==> config.mk <==
export PLATFORM = sky130hd
export DESIGN_NAME = pipeline_hazard_ctrl
export DESIGN_NICKNAME = d
export VERILOG_FILES = /design/src/rtl/pipeline_hazard_ctrl_pkg.sv /design/src/rtl/pipeline_hazard_ctrl_load_use.sv /design/src/rtl/pipeline_hazard_ctrl.sv
export SDC_FILE = /design/constraint.sdc
export NUM_CORES = 1
export LEC_CHECK = 0
export CORE_MARGIN = 2
export CORE_UTILIZATION = 45
export DETAILED_ROUTE_END_ITERATION = 6
export GPL_TIMING_DRIVEN = 1
export PLACE_DENSITY = 0.93
export SETUP_SLACK_MARGIN = 0.02
export SLEW_MARGIN = 20
export SYNTH_ARGS = -nofsm -noshare
export SYNTH_HDL_FRONTEND = slang
export SYNTH_SLANG_ARGS = --single-unit
==> constraint.sdc <==
create_clock -name clk -period 3.9 [get_ports clk]
set_input_delay 0.975 -clock clk [delete_from_list [all_inputs] [get_ports clk]]
set_output_delay 0.975 -clock clk [all_outputs]
set_load 0.02 [all_outputs]
==> src/rtl/pipeline_hazard_ctrl_pkg.sv <==
// pipeline_hazard_ctrl_pkg: shared state encoding and counter widths for the hazard controller.
package pipeline_hazard_ctrl_pkg;

    localparam int FLUSH_CNT_W = 3;
    localparam int LOAD_CNT_W  = 2;

    typedef enum logic [1:0] {
        RUN,
        FLUSH,
        LOAD_WAIT,
        SLEEP
    } pipe_state_e;

endpackage

==> src/rtl/pipeline_hazard_ctrl_load_use.sv <==
// load_use_detect: combinational load-use compare between the EX load and the ID sources.
module load_use_detect (
    input  logic       ram_load_access_id_ex,
    input  logic       reg_wen_id_ex,
    input  logic [4:0] rd_ex,
    input  logic [4:0] rs1_id,
    input  logic [4:0] rs2_id,
    input  logic       rs1_used,
    input  logic       rs2_used,
    output logic       hazard
);

    always_comb begin
        hazard = ram_load_access_id_ex && reg_wen_id_ex && (rd_ex != 5'd0) &&
                 ((rs1_used && (rs1_id == rd_ex)) || (rs2_used && (rs2_id == rd_ex)));
    end

endmodule

==> src/rtl/pipeline_hazard_ctrl.sv <==
// pipeline_hazard_ctrl: stall/flush control for PC, IF_ID and ID_EX (load-use, load latency, WFI, redirects).
// Optional PIPE_STALL_CNT_EN adds a saturating stall_cycles counter output.
module pipeline_hazard_ctrl
    import pipeline_hazard_ctrl_pkg::*;
#(
    parameter int FLUSH_CYCLES = 2,
    parameter int LOAD_LAT     = 1
) (
    input  logic        clk,
    input  logic        rst_sync,
    input  logic        jump_flag_ex,
    input  logic        trap_enter,
    input  logic        irq_pending,
    input  logic        wait_for_interrupt,
    input  logic        bus_ready,
    input  logic        ram_load_access_id_ex,
    input  logic        reg_wen_id_ex,
    input  logic [4:0]  rd_ex,
    input  logic [4:0]  rs1_id,
    input  logic [4:0]  rs2_id,
    input  logic        rs1_used,
    input  logic        rs2_used,
    output logic        stall_front_n,
    output logic        stall_n,
    output logic        hold_flag,
    output logic        wfi_sleeping
`ifdef PIPE_STALL_CNT_EN
    ,
    output logic [31:0] stall_cycles
`endif
);

    localparam logic [FLUSH_CNT_W-1:0] FLUSH_INIT = FLUSH_CNT_W'(FLUSH_CYCLES - 1);
    localparam logic [LOAD_CNT_W-1:0]  LOAD_INIT  = LOAD_CNT_W'(LOAD_LAT - 1);

    pipe_state_e             state_q, state_d;
    logic [FLUSH_CNT_W-1:0]  flush_cnt_q, flush_cnt_d;
    logic [LOAD_CNT_W-1:0]   load_cnt_q, load_cnt_d;
    logic                    hazard;

    load_use_detect u_load_use (
        .ram_load_access_id_ex (ram_load_access_id_ex),
        .reg_wen_id_ex         (reg_wen_id_ex),
        .rd_ex                 (rd_ex),
        .rs1_id                (rs1_id),
        .rs2_id                (rs2_id),
        .rs1_used              (rs1_used),
        .rs2_used              (rs2_used),
        .hazard                (hazard)
    );

    always_comb begin
        state_d       = state_q;
        flush_cnt_d   = flush_cnt_q;
        load_cnt_d    = load_cnt_q;
        stall_front_n = 1'b1;
        stall_n       = 1'b1;
        hold_flag     = 1'b0;
        wfi_sleeping  = 1'b0;
        if (rst_sync) begin
            hold_flag = 1'b1;
        end else if (trap_enter || jump_flag_ex) begin
            hold_flag   = 1'b1;
            state_d     = (FLUSH_CYCLES > 1) ? FLUSH : RUN;
            flush_cnt_d = FLUSH_INIT;
            load_cnt_d  = '0;
        end else if (state_q == FLUSH) begin
            hold_flag   = 1'b1;
            flush_cnt_d = flush_cnt_q - 1'b1;
            state_d     = (flush_cnt_q <= 1) ? RUN : FLUSH;
        end else if (!bus_ready) begin
            // Bus back-pressure freezes everything, including a parked WFI.
            stall_front_n = 1'b0;
            stall_n       = 1'b0;
            wfi_sleeping  = (state_q == SLEEP);
        end else if (state_q == LOAD_WAIT) begin
            stall_front_n = 1'b0;
            stall_n       = 1'b0;
            load_cnt_d    = load_cnt_q - 1'b1;
            state_d       = (load_cnt_q <= 1) ? RUN : LOAD_WAIT;
        end else if (state_q == SLEEP) begin
            stall_front_n = 1'b0;
            stall_n       = 1'b0;
            wfi_sleeping  = 1'b1;
            state_d       = irq_pending ? RUN : SLEEP;
        end else if (hazard) begin
            // ID_EX keeps moving so the bubble enters through the exception path.
            stall_front_n = 1'b0;
            state_d       = (LOAD_LAT > 1) ? LOAD_WAIT : RUN;
            load_cnt_d    = LOAD_INIT;
        end else if (wait_for_interrupt && !irq_pending) begin
            state_d = SLEEP;
        end
    end

    always_ff @(posedge clk) begin
        if (rst_sync) begin
            state_q     <= RUN;
            flush_cnt_q <= '0;
            load_cnt_q  <= '0;
        end else begin
            state_q     <= state_d;
            flush_cnt_q <= flush_cnt_d;
            load_cnt_q  <= load_cnt_d;
        end
    end

`ifdef PIPE_STALL_CNT_EN
    logic [31:0] stall_cycles_q, stall_cycles_d;

    always_comb begin
        stall_cycles_d = stall_cycles_q;
        if ((!stall_front_n || !stall_n) && (stall_cycles_q != 32'hFFFF_FFFF))
            stall_cycles_d = stall_cycles_q + 32'd1;
    end

    always_ff @(posedge clk) begin
        if (rst_sync)
            stall_cycles_q <= '0;
        else
            stall_cycles_q <= stall_cycles_d;
    end

    assign stall_cycles = stall_cycles_q;
`endif

endmodule

==> impl.org <==
** Run status
- Run status :: finished clean

** Synth
- Nets in the synthesized netlist :: 128
- After synthesis, the netlist uses 30 different library cells.
- Area share of the leading cell type in the synthesized netlist :: 0.198
- The most common cell in the synthesized netlist is sky130_fd_sc_hd__xnor2_1.
- Cell taking the most area after synthesis :: sky130_fd_sc_hd__dfxtp_1
- In the synthesized netlist the dominant register cell turns out to be sky130_fd_sc_hd__dfxtp_1.
- Number of storage elements in the synthesis netlist :: 7
- Summed instance area of the synthesized netlist :: 709 sq um
- Mapped Cells :: 95
- The synthesized design contains 0 enable-type register cells.
- Sequential fraction of the synthesis area :: 0.198
- By count the netlist is led by sky130_fd_sc_hd__xnor2_1 (11), sky130_fd_sc_hd__nor2_1 (10), sky130_fd_sc_hd__nand2_1 (9).
- By area the synthesized netlist is led by sky130_fd_sc_hd__dfxtp_1 (20%), sky130_fd_sc_hd__xnor2_1 (14%), sky130_fd_sc_hd__ha_1 (12%).
- Mapped Avg Cell Area :: 7.47 sq um
- During synthesis, Yosys emitted a total of 0 warnings.
- After synthesis, the share of flip-flops with an asynchronous set or reset is 0.

** STA
- After routing, the total negative slack on setup checks comes to 0 ns.
- Worst clock skew :: 0.00435 ns
- Final-report setup violation count :: 0
- Final number of max-transition violations :: 0
- The total count of hold-check failures in the final report came to 0.
- Transition time of the tightest slew-check pin :: 0.355 ns
- The smallest clock period supported by the final layout is computed as 3.77 ns.
- The worst pin sits at a relative slew slack of 0.763.
- For this run, the top clock speed supported by timing is 0.266 GHz.
- Final period utilization :: 0.966
- Setup repair after global routing left no endpoint under its margin.
- Fin Hold WS :: 0.513 ns

** Detailed routing
- Vias :: 823
- Dividing the detail-routed via count by the number of cells gives 5.60.
- The pre-antenna-repair detailed-routing pass consisted of 5 iterations.
- For this block, the routed nets add up to 2.06 mm of wire.
- For this run, design rule violations remaining after detail routing come to 0.
- Number of nets with antenna violations after routing :: 0
- The detailed router finished its first iteration with 29 violations.
- In the final routed layout, each cell accounts on average for 14.0 um.

** Final layout
- Once layout is done, the placed cells without fillers occupy 1070 sq um.
- Relative area change from synthesis to final layout :: 51.5%
- The final layout contains 165 nets.
- Fraction of layout instances using a drive strength above 1 :: 0.0763
- Measured on the finished design, the core utilization comes to 0.722.
- The repair_antennas step left the layout with diodes totalling 0.

** Die
- For this configuration, the core starts out at a cell density of 0.476.
- The floorplan step defined a die boundary enclosing 1910 sq um.
- Number of rows in the core area :: 14
- During I/O placement, the number of pins put on the boundary was 30.
- The region available for standard cell placement spans 1490 sq um.
- From left edge to right edge, the die measures 43.7 um.
- Die Span Y :: 43.7 um

** Setup path
- Traced cell by cell, the critical path runs through clkdlybuf4s50_1 > or3_1 > o311a_1 > and2_4 > o21ai_0 > dlygate4sd2_1.
- For this design, the slowest cell found on the critical path is sky130_fd_sc_hd__clkdlybuf4s50_1.
- The cell family contributing the most delay on the critical path is buffers and inverters.
- CP startpoint kind :: input port
- Worst Path Arrival :: 2.79 ns
- Required time at the endpoint of the critical path :: 2.92 ns
- Kind of capture point of the worst setup path :: output port
- In this run the worst path has a maximum fanout of 3.
- For this run, the slowest stage of the critical path takes 0.47 ns.
- The critical path in this run is classified as input port to output port.
- Together, buffers and inverters on the worst path number 2.

** Global route
- The via count of the first global-routing pass is 843.
- For this run the aggregate overflow at the end of global routing stands at 0.
- Wire length of the first global-routing pass :: 3.31 mm
- Entering global routing, the biggest net connects 11 pins.
- Across every metal layer, demand over resource in global routing totals 0.241.
- The initial antenna violation count came to 0.

** Power and ir drop
- The worst-case IR drop observed on VDD is 180 uV.
- Overall power consumption after layout is estimated at 0.227 mW.
- Power density of the placed cells :: 211 nW/um^2
- Leakage :: 0.413 nW

** Clock network
- Maximum buffer depth of the clock tree :: 2
- TritonCTS built the clock tree.
- Buffers added to address setup during post-CTS repair amount to 0.
- Total of hold buffers inserted after clock tree synthesis :: 0
- Clock Tree Root :: sky130_fd_sc_hd__clkbuf_4
- Clock latency on the worst-skew pair, taken at its later pin, is 0.28 ns.
- For this design, the sink count on the clock tree is 7.
- Clock-pin slew on the worst setup and hold paths :: 0.06 ns
- The number of gates resized after CTS was 1.
- TritonCTS created 3 clock buffers.
- Count of H-tree levels built during CTS :: 1

** Place
- Dpl cell area :: 1050 sq um
- The count of buffers added on input and output ports is 29.
- Summed over all nets, the half-perimeter wirelength after detailed placement is 1.59 mm.
- The congestion estimate from routability-driven global placement came to 0.882.

** Worst hold path
- The path class of the tightest hold or removal check is flop to flop.

** Flow run
- Max-cap violations in this run came to 0.
[power by group]
| part | switching, mW | total [mW] | internal (mW) |
|---|---|---|---|
| Sequential | 0.00283 | 0.0768 | 0.0740 |
| Combinational | 0.0307 | 0.0755 | 0.0448 |
| Clock | 0.0350 | 0.0746 | 0.0396 |
| Total | 0.0685 | 0.227 | 0.158 |
[per-layer routing]
metal	up-vias	routed length (um)	GRT usage
met1	356	740	0.232
met5	-	0	0
met4	0	91	0.200
met3	9	253	0.0625
met2	54	972	0.424
li1	404	-	-
[worst reg2reg max path, delay by kind of cell (launching register included)]
| kind | cells | cell delay [ns] |
|---|---|---|
| AOI/OAI and AO/OA | 4 | 0.78 |
| adders and majority gates | 1 | 0.30 |
| buffers and inverters | 1 | 0.09 |
| DFF | 1 | 0.42 |
| and+or+nand+nor | 1 | 0.18 |
[sequential cells by signal (all words and copies together) (netlist names)]
name         cells
flush_cnt_q      3
state_q          2
load_cnt_q       2
[final cells by class]
type | instances | area, sq um
clock buffer | 4 | 26.3
fill | 113 | 414
inverter | 7 | 26.3
multi-input combinational | 79 | 536
sequential | 7 | 140
tap | 16 | 20.0
timing repair buffer | 34 | 327
[final timing paths]
check | start | endpoint | slack (ns) | depth (start not counted)
min | load_cnt_q[1]$_SDFFE_PP0P_ | load_cnt_q[1]$_SDFFE_PP0P_ | 0.51 | 2
min reg2reg | load_cnt_q[1]$_SDFFE_PP0P_ | load_cnt_q[1]$_SDFFE_PP0P_ | 0.51 | 2
max reg2reg | state_q[1]$_SDFFE_PP0P_ | state_q[0]$_SDFFE_PP0P_ | 2.05 | 7
max | rd_ex[0] | stall_front_n | 0.13 | 6
[through the flow]
step / setup WS [ns] / cells
2_1_floorplan: 0.637 / 95
3_3_place_gp: -0.135 / 143
3_5_place_dp: -0.167 / 143
4_1_cts: 0.120 / 147
5_1_grt: 0.0448 / 147
6_report: 0.134 / 147
[layout by cell type, fill, tap and decap left out, drive strengths merged]
cell type and count:
a211oi 1, nor2b 3, nand3 2, o31ai 1, o21ai 6, o311a 1, ha 7, and2 2
clkdlybuf4s50 28, nor3 2, xnor2 11, inv 7, nor2 10, and3 1, a311oi 1, buf 5
a311o 1, a21oi 6, mux2i 2, xor2 1, o22ai 2, dlygate4sd2 1, or3 2, a31oi 1
clkbuf 4, nand4 2, or3b 1, nand3b 2, dfxtp 7, nand2 9, nor4 1, nor3b 1
[logic make-up (layout without fill, tap and decap cells)]
group           count (synthesis)  count (layout)  synth area share
compound gates                 20              20             0.182
xor+xnor                       12              12             0.148
fa+ha+maj                       7               7             0.123
buf+inv                         9              45            0.0476
flops                           7               7             0.198
mux                             2               2            0.0282
simple gates                   38              38             0.273
Power figures use the tool's default switching activity.
==> patch, RTL diff (config.mk and constraints unchanged) <==
Add an input register stage for `irq_pending`, cleared by the reset; this delays it by one clock. The other inputs are not delayed to match.
--- a/src/rtl/pipeline_hazard_ctrl.sv
+++ b/src/rtl/pipeline_hazard_ctrl.sv
@@ -32,6 +32,16 @@
 
     localparam logic [FLUSH_CNT_W-1:0] FLUSH_INIT = FLUSH_CNT_W'(FLUSH_CYCLES - 1);
     localparam logic [LOAD_CNT_W-1:0]  LOAD_INIT  = LOAD_CNT_W'(LOAD_LAT - 1);
+
+    logic irq_pending_q;
+
+    always_ff @(posedge clk) begin
+        if (rst_sync) begin
+            irq_pending_q <= '0;
+        end else begin
+            irq_pending_q <= irq_pending;
+        end
+    end
 
     pipe_state_e             state_q, state_d;
     logic [FLUSH_CNT_W-1:0]  flush_cnt_q, flush_cnt_d;
@@ -82,13 +92,13 @@
             stall_front_n = 1'b0;
             stall_n       = 1'b0;
             wfi_sleeping  = 1'b1;
-            state_d       = irq_pending ? RUN : SLEEP;
+            state_d       = irq_pending_q ? RUN : SLEEP;
         end else if (hazard) begin
             // ID_EX keeps moving so the bubble enters through the exception path.
             stall_front_n = 1'b0;
             state_d       = (LOAD_LAT > 1) ? LOAD_WAIT : RUN;
             load_cnt_d    = LOAD_INIT;
-        end else if (wait_for_interrupt && !irq_pending) begin
+        end else if (wait_for_interrupt && !irq_pending_q) begin
             state_d = SLEEP;
         end
     end
Function: changed (Yosys sat finds a counterexample within 4 cycles, from zero or initial values and one cycle with rst_sync high).
==> patch against the original RTL <==
- cell area grew 0.23%
- sequential cell count is 1 higher
- fmax down 0.47%
- combinational power rose by 11%
- first-iteration DRC count shrank 10%
- total power increased by 4.7%
- setup slack worse by 18 ps
- non-clock buffer count grew 2
- critical path depth shrank 1
- synthesized area fell by 0.71%
- wire length down 14%
- clock power decreased by 15%
- largest power group unchanged
==> patch: results (changes against the original RTL) <==
| Metric | Value |
|---|---|
| DRT Pass-1 Iters | 4 (-1) |
| Critical path's largest stage delay | 530 ps (+60 ps) |
| Lkg Pwr | 0.414 nW (+0.37%) |
| Met3 wire length | 37 µm (-85%) |
| RePlAce Congestion | 0.835 (-5.3%) |
| Synth warnings | 0 (unchanged) |
| Sequential area share after synthesis | 0.227 (+0.0298) |
| DRT iter0 DRCs | 26 (-10%) |
| Routing usage on met3 | 0.0125 (-0.0500) |
| Crit path DAT | 2810 ps (+20 ps) |
| Outcome | completed |
| Met2 usage | 0.412 (-0.0118) |
| Synth top area cells | dfxtp_1 23%, xnor2_1 14%, ha_1 12% |
| DR WL/cell | 12.5 µm (-11%) |
| Tot GR Track Use | 0.211 (-0.0300) |
| Final net count | 160 (-3.0%) |
| Synth cell types | 31 (+3.3%) |
| First-pass GRT wire length | 3110 µm (-6.1%) |
| Worst relative slew slack | 0.730 (-0.0331) |
| Detailed-route via count | 740 (-10%) |
| Post-synth top cells | 11 x xnor2_1, 9 x nor2_1, 8 x dfxtp_1 |
| DR WL met2 | 983 µm (+1.1%) |
| Net count after synthesis | 122 (-4.7%) |
| Syn avg cell area | 7.91 µm² (+6.0%) |
| Worst VDD drop | 0.000228 V (+27%) |
| NetSw | 0.0663 mW (-3.3%) |
| Dpl ws | -35.6 ps (+131 ps) |
| Largest net degree at the start of global routing | 12 (+1) |
| Clk_lat worst skew | 250 ps (-30 ps) |
| Asr flop ratio synth | 0 (unchanged) |
| Top delay family on crit path | buffers and inverters |
| Critical-path maximum fanout | 4 (+1) |
| Clock Skews | 1.94 ps (-2.42 ps) |
| Metal1 wirelength | 728 µm (-1.6%) |
| Via-to-Cell Ratio | 5.25 (-6.3%) |
| M1 GR Usage | 0.239 (+0.00703) |
| DP HPWL | 1510 µm (-5.0%) |
| Share of post-route cells with drive strength above 1 | 0.112 (+0.0357) |
-- patch: cell count changes in the layout (fill, tap and decap cells not counted), moves of 2 or more --
cell and change:
nand2_1 -5, o21ai_0 -3, nor3b_1 +3, buf_4 +2
-- patch: per-stage QoR --
step | instance area (µm²) | util | setup TNS (ps) | hold slack, ps
floorplan | 704 | - | 0 | 455
global placement | 1060 | 0.709 | 0 | 471
detailed placement | 1060 | 0.709 | -35.6 | 468
CTS | 1080 | 0.724 | 0 | 479
global route | 1080 | 0.724 | 0 | 512
finish | 1080 | 0.724 | 0 | 477
-- patch: cell type report --
class	count	area, µm²
Multi-Input combinational cell	72	510
Fill cell	112	412
Timing Repair Buffer	36	342
Sequential cell	8	160
Clock buffer	3	22.5
Inverter	6	22.5
Tap cell	16	20.0
-- patch: power by group through the flow --
stage	Clock [mW]	Sequential (mW)	Combinational (mW)
after CTS	0.0655	0.0903	0.0842
after global placement	0	0.0916	0.0807
after detailed placement	0	0.0920	0.0834
after global routing	0.0687	0.0909	0.0926
after floorplan	0	0.0909	0.0417
final	0.0637	0.0903	0.0835
-- patch: final timing paths --
check,start,end,slack [ps],depth (start not counted)
max reg2reg,state_q[0],state_q[0],2160,7
min,load_cnt_q[1],load_cnt_q[1],480,2
min reg2reg,load_cnt_q[1],load_cnt_q[1],480,2
max,jump_flag_ex,stall_n,120,5
-- patch: kinds of logic after synthesis --
group / Yosys count / synth area share
adders and majority gates: 7 / 0.124
and+or+nand+nor: 32 / 0.247
AOI/OAI and AO/OA: 19 / 0.176
muxes: 2 / 0.0284
buffers and inverters: 9 / 0.0480
DFF: 8 / 0.227
xor gates and xnor gates: 12 / 0.149
